[config.mk]
export PLATFORM = sky130hd
export DESIGN_NAME = instruction_fetch_unit_flat
export DESIGN_NICKNAME = d
export VERILOG_FILES = /design/src/rtl/instruction_fetch_unit_if.sv /design/src/rtl/instruction_fetch_unit.sv /design/src/flat_wrapper.sv
export SDC_FILE = /design/constraint.sdc
export NUM_CORES = 1
export LEC_CHECK = 0
export BUFFER_PORTS_ARGS = -buffer_cell sky130_fd_sc_hd__buf_2
export CORE_MARGIN = 2
export CORE_UTILIZATION = 58
export DETAILED_ROUTE_END_ITERATION = 7
export PLACE_DENSITY = 0.8
export SLEW_MARGIN = 10
export SYNTH_ARGS = -nofsm -noshare
export SYNTH_HDL_FRONTEND = slang
export SYNTH_SLANG_ARGS = --single-unit
export TNS_END_PERCENT = 50
[constraint.sdc]
create_clock -name clk -period 5.9 [get_ports clk]
set_clock_uncertainty 0.05 [all_clocks]
set_input_delay 0.295 -clock clk [delete_from_list [all_inputs] [get_ports clk]]
set_output_delay 0.295 -clock clk [all_outputs]
set_load 0.005 [all_outputs]
[src/rtl/instruction_fetch_unit_if.sv]
// rtl/instruction_fetch_unit_if.sv - fetch unit bus: imem port, redirect input, decode handshake, status
interface instruction_fetch_unit_if #(
  parameter int QUEUE_DEPTH = 4
);
  logic [63:0]                    imem_addr;
  logic [31:0]                    imem_data;
  logic                           redirect_valid;
  logic [63:0]                    redirect_pc;
  logic                           out_valid;
  logic                           out_ready;
  logic [31:0]                    out_instr;
  logic [63:0]                    out_pc;
  logic [$clog2(QUEUE_DEPTH):0]   queue_count;
  logic                           misaligned_trap;

  modport master (
    output imem_addr, out_valid, out_instr, out_pc, queue_count, misaligned_trap,
    input  imem_data, redirect_valid, redirect_pc, out_ready
  );

  modport slave (
    input  imem_addr, out_valid, out_instr, out_pc, queue_count, misaligned_trap,
    output imem_data, redirect_valid, redirect_pc, out_ready
  );
endinterface

[src/rtl/instruction_fetch_unit.sv]
// rtl/instruction_fetch_unit.sv - PC owner, imem fetch, instruction queue to decode, redirect/halt
module instruction_fetch_unit #(
  parameter logic [63:0] RESET_PC    = 64'd0,
  parameter int          QUEUE_DEPTH = 4
) (
  input  logic                   clk,
  input  logic                   rst_n,
  instruction_fetch_unit_if.master bus
);
  localparam int PW = $clog2(QUEUE_DEPTH);
  localparam int CW = PW + 1;
  localparam logic [CW-1:0] DEPTH_C = CW'(QUEUE_DEPTH);
  localparam logic [0:0] ST_FETCH = 1'b0;
  localparam logic [0:0] ST_HALT  = 1'b1;

  logic [63:0]   pc_q, pc_d;
  logic [0:0]    state_q, state_d;
  logic [PW-1:0] wr_ptr_q, wr_ptr_d;
  logic [PW-1:0] rd_ptr_q, rd_ptr_d;
  logic [CW-1:0] count_q, count_d;
  logic          trap_q, trap_d;
  logic [63:0]   pc_mem_q    [QUEUE_DEPTH];
  logic [31:0]   instr_mem_q [QUEUE_DEPTH];

  logic fetching, redirect, misaligned, pop, push, head_valid;

  assign head_valid = (count_q != '0);
  assign fetching   = (state_q == ST_FETCH);
  assign redirect   = fetching & bus.redirect_valid;
  assign misaligned = (bus.redirect_pc[1:0] != 2'b00);
  assign pop        = head_valid & bus.out_ready;
  assign push       = fetching & ~bus.redirect_valid & ((count_q < DEPTH_C) | pop);

  always_comb begin
    pc_d     = pc_q;
    state_d  = state_q;
    wr_ptr_d = wr_ptr_q;
    rd_ptr_d = rd_ptr_q;
    count_d  = count_q;
    trap_d   = trap_q;
    if (redirect) begin
      // Flush drops the head too; a same-cycle pop is simply absorbed.
      wr_ptr_d = '0;
      rd_ptr_d = '0;
      count_d  = '0;
      if (misaligned) begin
        trap_d  = 1'b1;
        state_d = ST_HALT;
      end else begin
        pc_d = bus.redirect_pc;
      end
    end else begin
      if (pop) begin
        rd_ptr_d = rd_ptr_q + PW'(1);
      end
      if (push) begin
        wr_ptr_d = wr_ptr_q + PW'(1);
        pc_d     = pc_q + 64'd4;
      end
      count_d = count_q + CW'(push) - CW'(pop);
    end
  end

  always_ff @(posedge clk or negedge rst_n) begin
    if (!rst_n) begin
      pc_q     <= RESET_PC;
      state_q  <= ST_FETCH;
      wr_ptr_q <= '0;
      rd_ptr_q <= '0;
      count_q  <= '0;
      trap_q   <= 1'b0;
    end else begin
      pc_q     <= pc_d;
      state_q  <= state_d;
      wr_ptr_q <= wr_ptr_d;
      rd_ptr_q <= rd_ptr_d;
      count_q  <= count_d;
      trap_q   <= trap_d;
    end
  end

  // Entry storage needs no reset: count gates visibility of every slot.
  always_ff @(posedge clk) begin
    if (push) begin
      pc_mem_q[wr_ptr_q]    <= pc_q;
      instr_mem_q[wr_ptr_q] <= bus.imem_data;
    end
  end

  assign bus.imem_addr       = {2'b00, pc_q[63:2]};
  assign bus.out_valid       = head_valid;
  assign bus.out_instr       = head_valid ? instr_mem_q[rd_ptr_q] : 32'd0;
  assign bus.out_pc          = head_valid ? pc_mem_q[rd_ptr_q] : 64'd0;
  assign bus.queue_count     = count_q;
  assign bus.misaligned_trap = trap_q;
endmodule

[src/flat_wrapper.sv]
// flat-port wrapper written by rule: the top's interface ports become plain ports
module instruction_fetch_unit_flat 
#(
  parameter logic [63:0] RESET_PC    = 64'd0,
  parameter int          QUEUE_DEPTH = 4
)
  (clk, rst_n, bus_imem_addr, bus_out_valid, bus_out_instr, bus_out_pc, bus_queue_count, bus_misaligned_trap, bus_imem_data, bus_redirect_valid, bus_redirect_pc, bus_out_ready);
  instruction_fetch_unit_if #(.QUEUE_DEPTH(QUEUE_DEPTH)) bus_i ();
  input  logic clk;
  input  logic rst_n;
  output wire logic [$bits(bus_i.imem_addr)-1:0] bus_imem_addr;
  output wire logic [$bits(bus_i.out_valid)-1:0] bus_out_valid;
  output wire logic [$bits(bus_i.out_instr)-1:0] bus_out_instr;
  output wire logic [$bits(bus_i.out_pc)-1:0] bus_out_pc;
  output wire logic [$bits(bus_i.queue_count)-1:0] bus_queue_count;
  output wire logic [$bits(bus_i.misaligned_trap)-1:0] bus_misaligned_trap;
  input wire logic [$bits(bus_i.imem_data)-1:0] bus_imem_data;
  input wire logic [$bits(bus_i.redirect_valid)-1:0] bus_redirect_valid;
  input wire logic [$bits(bus_i.redirect_pc)-1:0] bus_redirect_pc;
  input wire logic [$bits(bus_i.out_ready)-1:0] bus_out_ready;
  assign bus_imem_addr = bus_i.imem_addr;
  assign bus_out_valid = bus_i.out_valid;
  assign bus_out_instr = bus_i.out_instr;
  assign bus_out_pc = bus_i.out_pc;
  assign bus_queue_count = bus_i.queue_count;
  assign bus_misaligned_trap = bus_i.misaligned_trap;
  assign bus_i.imem_data = bus_imem_data;
  assign bus_i.redirect_valid = bus_redirect_valid;
  assign bus_i.redirect_pc = bus_redirect_pc;
  assign bus_i.out_ready = bus_out_ready;
  instruction_fetch_unit #(.RESET_PC(RESET_PC), .QUEUE_DEPTH(QUEUE_DEPTH)) u_core (.clk(clk), .rst_n(rst_n), .bus(bus_i));
endmodule
Word level (Yosys, flattened, before mapping)
Memory sizes are Yosys's and may differ from the RTL's. Index checks and enable logic that the tools add are counted. W data, S select, Z words.

Flip-flop bits (word level): 72. RAM bits: 384. Bits of input ports: 100. Output and inout port bits: 165. Word-level logic and storage cells: 39. Memories kept: 2.

Add/sub/neg operators: 5. $lt $le $gt $ge: 1. Eq/ne operators: 1. Muxes and demuxes: 12. Bitwise operators: 7. Reductions and logical operators: 6.

Memory list: u_core.pc_mem_q (words 4, bits a word 64, read ports 1, clocked after memory_dff 0, write ports 1, line instruction_fetch_unit.sv:22) `logic [63:0] pc_mem_q [QUEUE_DEPTH];`; u_core.instr_mem_q (words 4, bits a word 32, read ports 1, clocked after memory_dff 0, write ports 1, line instruction_fetch_unit.sv:23) `logic [31:0] instr_mem_q [QUEUE_DEPTH];`.

Operators with widths (number): $mux W64 (4); $add A64 B3 Y64 const B (1); $mux W32 (1); $mux W2 (4); $reduce_bool A2 Y1 (3); $add A2 B1 Y2 const B (2); $and A1 B1 Y1 (4); $reduce_and A2 Y1 (2); $add A3 B1 Y3 (1); $lt A3 B3 Y1 const B (1); $mux W3 (1); $reduce_bool A3 Y1 (1); $sub A3 B1 Y3 (1); $mux W1 (2); $ne A2 B2 Y1 const B (1); $not A1 Y1 (2); $or A1 B1 Y1 (1).

Logic depth before layout (Yosys ltp)
Depth after elaboration: 7. Gate-level depth with buffers: 10.

Worst setup path before layout
OpenSTA, ideal clock, no wires.

Kind: register -> register. Start: register u_core.count_q[2], in the netlist u_core.bus.queue_count[2]. End: memory u_core.instr_mem_q[0][0], enable pin. Library setup time: 466 ps. Arrival: 3639 ps. Data required time: 5384 ps. Slack: 1746 ps. Stages on the path, launching flop included: 7. Buffers on the path: 2. Period minus slack after synthesis: 4154 ps. Cells stage by stage: dfrtp_1 nor2b_1 or3_1 buf_2 clkinv_1 clkbuf_1 and2_1.

Cells in the longest elaborated chain, start to end: 6.

Ends and longest elaborated chain: start: declaration (line instruction_fetch_unit.sv:20) `logic [CW-1:0] count_q, count_d;`; start signal: assignment (line instruction_fetch_unit.sv:77) `count_q <= count_d;`; branches (longest 2 deep; another with $lt A3 B3 Y1); $or A1 B1 Y1 (*) (line instruction_fetch_unit.sv:32) `assign push = fetching & ~bus.redirect_valid & ((count_q < DEPTH_C) | pop);`; $and A1 B1 Y1 (*) (line instruction_fetch_unit.sv:32); $mux W1 (*) (line instruction_fetch_unit.sv:84) `if (push) begin`; $mux W1 (implied by the code) (*) (line instruction_fetch_unit.sv:86) `instr_mem_q[wr_ptr_q] <= bus.imem_data;`; end: declaration (line instruction_fetch_unit.sv:23).

Mark *: on every way between the ends.

Final worst setup path
Start: register u_core.count_q[2], in the netlist u_core.bus.queue_count[2]. End: memory u_core.pc_mem_q[3][61], enable pin.

Cells in the longest elaborated chain, start to end: 6.

Ends and longest elaborated chain: branches (longest 2 deep; another with $lt A3 B3 Y1); $or A1 B1 Y1 (*) (line instruction_fetch_unit.sv:32); $and A1 B1 Y1 (*) (line instruction_fetch_unit.sv:32); $mux W1 (*) (line instruction_fetch_unit.sv:84); $mux W1 (implied by the code) (*) (line instruction_fetch_unit.sv:85) `pc_mem_q[wr_ptr_q] <= pc_q;`; end: declaration (line instruction_fetch_unit.sv:22).

Marks and branches as above.

==> key figures <==
Worst hold path
  • Hold crit path type: input port to flip-flop

Timing
  • Slew margin rel.: 0.196
  • Tmin final: 3460 ps
  • Final hold violations: 0
  • Final period util: 0.587
  • Hold_ws: 19.7 ps
  • Setup TNS: 0 ps
  • Setup repair after global routing missed its margin: false
  • Max Clock Freq: 0.289 GHz
  • Slew Viols, Final: 0
  • # setup viols final: 0
  • Worst-margin pin slew: 1210 ps

Power
  • PwrDens: 395 mW/mm^2
  • LEAKAGE: 8.13 nW
  • Max VDD drop: 0.351 mV
  • Total Power: 8.98 mW

Global route
  • Number of global-route vias before repair: 11.5k
  • First-pass GRT wire length: 68,300 um
  • Pin count of the biggest net entering global routing: 99
  • Initial antenna violation count: 0
  • M2 GR Usage: 0.400
  • Met3 usage: 0.0474
  • M1 GR Usage: 0.364
  • Total grt overflow: 0
  • GRT busiest layer: met2
  • Global Route Usage Sum: 0.253

Synthesis
  • Post-synthesis async set-or-reset flop share: 0.158
  • Post-Synthesis Cell Area: 0.0196 mm^2
  • Ys flop type: edfxtp_1
  • Top cell type's share of synthesized area: 0.590
  • Post-synthesis cell count: 1,237
  • Mean post-synth cell area: 15.8 um^2
  • Netlist cell types: 71
  • Ys Warns: 0
  • EDFF count, synth: 384
  • Top area cells in the synthesized netlist: edfxtp_1 (59%), mux4_2 (11%), dfrtp_1 (9.2%), and2_1 (3.5%), buf_4 (2.5%)
  • Cell taking the most area after synthesis: edfxtp_1
  • Sequential area share after synthesis: 0.682
  • #FFs+latches synth: 456

Worst setup path
  • Critical path class: flip-flop to flip-flop
  • R2R cell count: 5
  • Max FO, Critical Path: 63
  • End point of the critical path: u_core.pc_mem_q[3][61]
  • CP Data Required Time: 6030 ps
  • Worst path arrival time: 3600 ps
  • Setup crit start kind: flip-flop
  • Crit path from: u_core.bus.queue_count[2]
  • RR Endpoint: u_core.pc_mem_q[3][61]
  • Flop-to-flop setup slack: 2440 ps
  • Setup crit end kind: flip-flop
  • Worst r2r src: u_core.bus.queue_count[2]

Clock network
  • CTS H-tree lvls: 2
  • Clock Path Buffers: 3
  • Root Driver: clkbuf_16
  • Clk sinks: 456
  • Clk_lat worst skew: 560 ps
  • CTS tree: built
  • TritonCTS Buffers: 46
  • Clock-pin slew on the worst setup and hold paths: 60 ps

Layout
  • Fraction of layout instances using a drive strength above 1: 0.306
  • Post-synthesis to final-layout area growth: 16.3%
  • # diodes: 0
  • Layout Nets: 1,574
  • Multi-input logic area: 0.00543 mm^2
  • Reg area: 0.0133 mm^2
  • Fill count: 2,268

Routing
  • Iteration-0 DRC Markers: 1,318
  • Drt total wl: 44,800 um
  • DR vias: 12.0k
  • DR pass1 iterations: 6
  • # DRC: 0
  • Antenna-violating nets left: 0
  • WL/cell: 23.0 um
  • Via-per-instance ratio: 6.14

Die
  • Total core area: 0.0334 mm^2
  • Top-Level Pins: 265
  • DIE WIDTH: 188 um
  • Num rows: 67
  • Die Span Y: 188 um
  • Initial Utilization: 0.586
  • Die area: 0.0352 mm^2

Flow run
  • Max-cap violations: 0

Placement
  • HPWL Detailed: 27,300 um
  • Routability cong.: 0.871
  • IO buf count: 262

Status
  • Outcome: completed
-- sequential cells by signal, indices dropped and copies added, names as in the netlist --
name / cells
u_core.pc_mem_q: 256
u_core.instr_mem_q: 128
u_core.pc_q: 64
u_core.bus.queue_count: 3
u_core.rd_ptr_q: 2
u_core.wr_ptr_q: 2
u_core.state_q: 1
-- worst min-delay path by stage --
stage | cells past startpoint | to | start | slack (ps)
4_1_cts | 3 | u_core.pc_q[39] | bus_redirect_pc[39] | 3
6_report | 3 | u_core.pc_q[8] | bus_redirect_pc[8] | 20
3_3_place_gp | 0 | u_core.pc_mem_q[1][1] | u_core.pc_q[1] | 430
3_5_place_dp | 1 | u_core.pc_q[50] | rst_n | 470
5_1_grt | 2 | u_core.pc_q[15] | bus_redirect_pc[15] | 10
2_1_floorplan | 0 | u_core.bus.queue_count[0] | rst_n | -50
-- worst max-delay path: stages, from the launching register on --
cell,delay (ps)
dfrtp_1,410
nor2b_1,180
or3_1,490
clkinv_1,430
and2_4,870
buf_4,570
-- where the power goes --
group          switching, mW  internal, mW
Clock                   1.18          1.75
Combinational          0.886          1.21
Sequential             0.345          3.61
-- cell families after synthesis --
group	after synthesis	share of synthesized area
DFF	456	0.682
and+or+nand+nor	340	0.0969
AOI/OAI and AO/OA	180	0.0592
buffers and inverters	151	0.0436
muxes	97	0.111
adders and majority gates	8	0.00550
xor gates and xnor gates	4	0.00179
other	1	0.000192
-- synth_stat cells, drive strengths merged, types with 2 or more instances --
cell type and count:
edfxtp 384, and2 108, mux4 96, buf 86, dfrtp 72, a21oi 63, nor2 57, nand2 51
clkbuf 50, nand3 38, o21ai 26, nand4 22, o22ai 20, and3 17, inv 13, a2bb2oi 12
a31oi 12, and4 9, nor3 9, o22a 9, ha 7, or3 7, nor4 6, o21a 5
o31ai 5, a311oi 4, nand2b 3, o311ai 3, xnor2 3, a41o 2, a41oi 2, nand3b 2
nor2b 2, o211ai 2, o221a 2, or2 2, or4 2, or4b 2
-- metrics by stage --
stage,utilization,cells,cell area (um^2),setup slack (ps)
finish,0.682,1949,22800,2440
global route,0.682,1949,22800,2250
CTS,0.682,1949,22800,2400
detailed placement,0.623,1823,20800,2440
global placement,0.623,1823,20800,2490
floorplan,-,1238,19600,1750
-- per-layer routing --
| layer | vias to the layer above | wire, um |
|---|---|---|
| met1 | 6016 | 17900 |
| li1 | 5217 | - |
| met2 | 661 | 21600 |
| met4 | 0 | 1230 |
| met5 | - | 0 |
| met3 | 81 | 4170 |
-- final cells by class --
class                      instances  area share
clock inverter                    22      0.0121
tap                              448      0.0246
clock buffer                      61      0.0549
sequential                       456       0.586
timing repair buffer             317      0.0812
inverter                          14     0.00231
multi-input combinational        631       0.239
-- repair_timing --
action / 4_1_cts / 5_1_grt
hold buffers: 43 / 0
hold endpoints to repair: 209 / 0
setup buffers: 0 / 0
gates resized for setup: 0 / 0
-- cells in the final DEF, fill, tap and decap left out, types with 4 or more instances in the layout --
master | synthesis | layout
a21oi_1 | 62 | 62
a2bb2oi_1 | 12 | 12
a311oi_1 | 4 | 4
a31oi_1 | 12 | 12
and2_1 | 108 | 104
and2_4 | 0 | 4
and3_1 | 16 | 16
and4_1 | 9 | 9
buf_2 | 5 | 261
buf_4 | 65 | 12
bufinv_16 | 0 | 6
clkbuf_1 | 49 | 12
clkbuf_16 | 0 | 47
clkinv_1 | 1 | 9
clkinv_2 | 0 | 5
dfrtp_1 | 72 | 70
dlygate4sd3_1 | 0 | 43
edfxtp_1 | 384 | 384
ha_1 | 7 | 7
inv_1 | 13 | 13
mux4_2 | 96 | 96
nand2_1 | 51 | 51
nand3_1 | 38 | 38
nand4_1 | 21 | 21
nor2_1 | 57 | 56
nor3_1 | 9 | 9
nor4_1 | 5 | 5
o21a_1 | 5 | 5
o21ai_0 | 26 | 26
o22a_1 | 9 | 9
o22ai_1 | 20 | 20
o31ai_1 | 5 | 4
or3_1 | 6 | 5
Note: power is estimated with default switching activity, not from simulation.
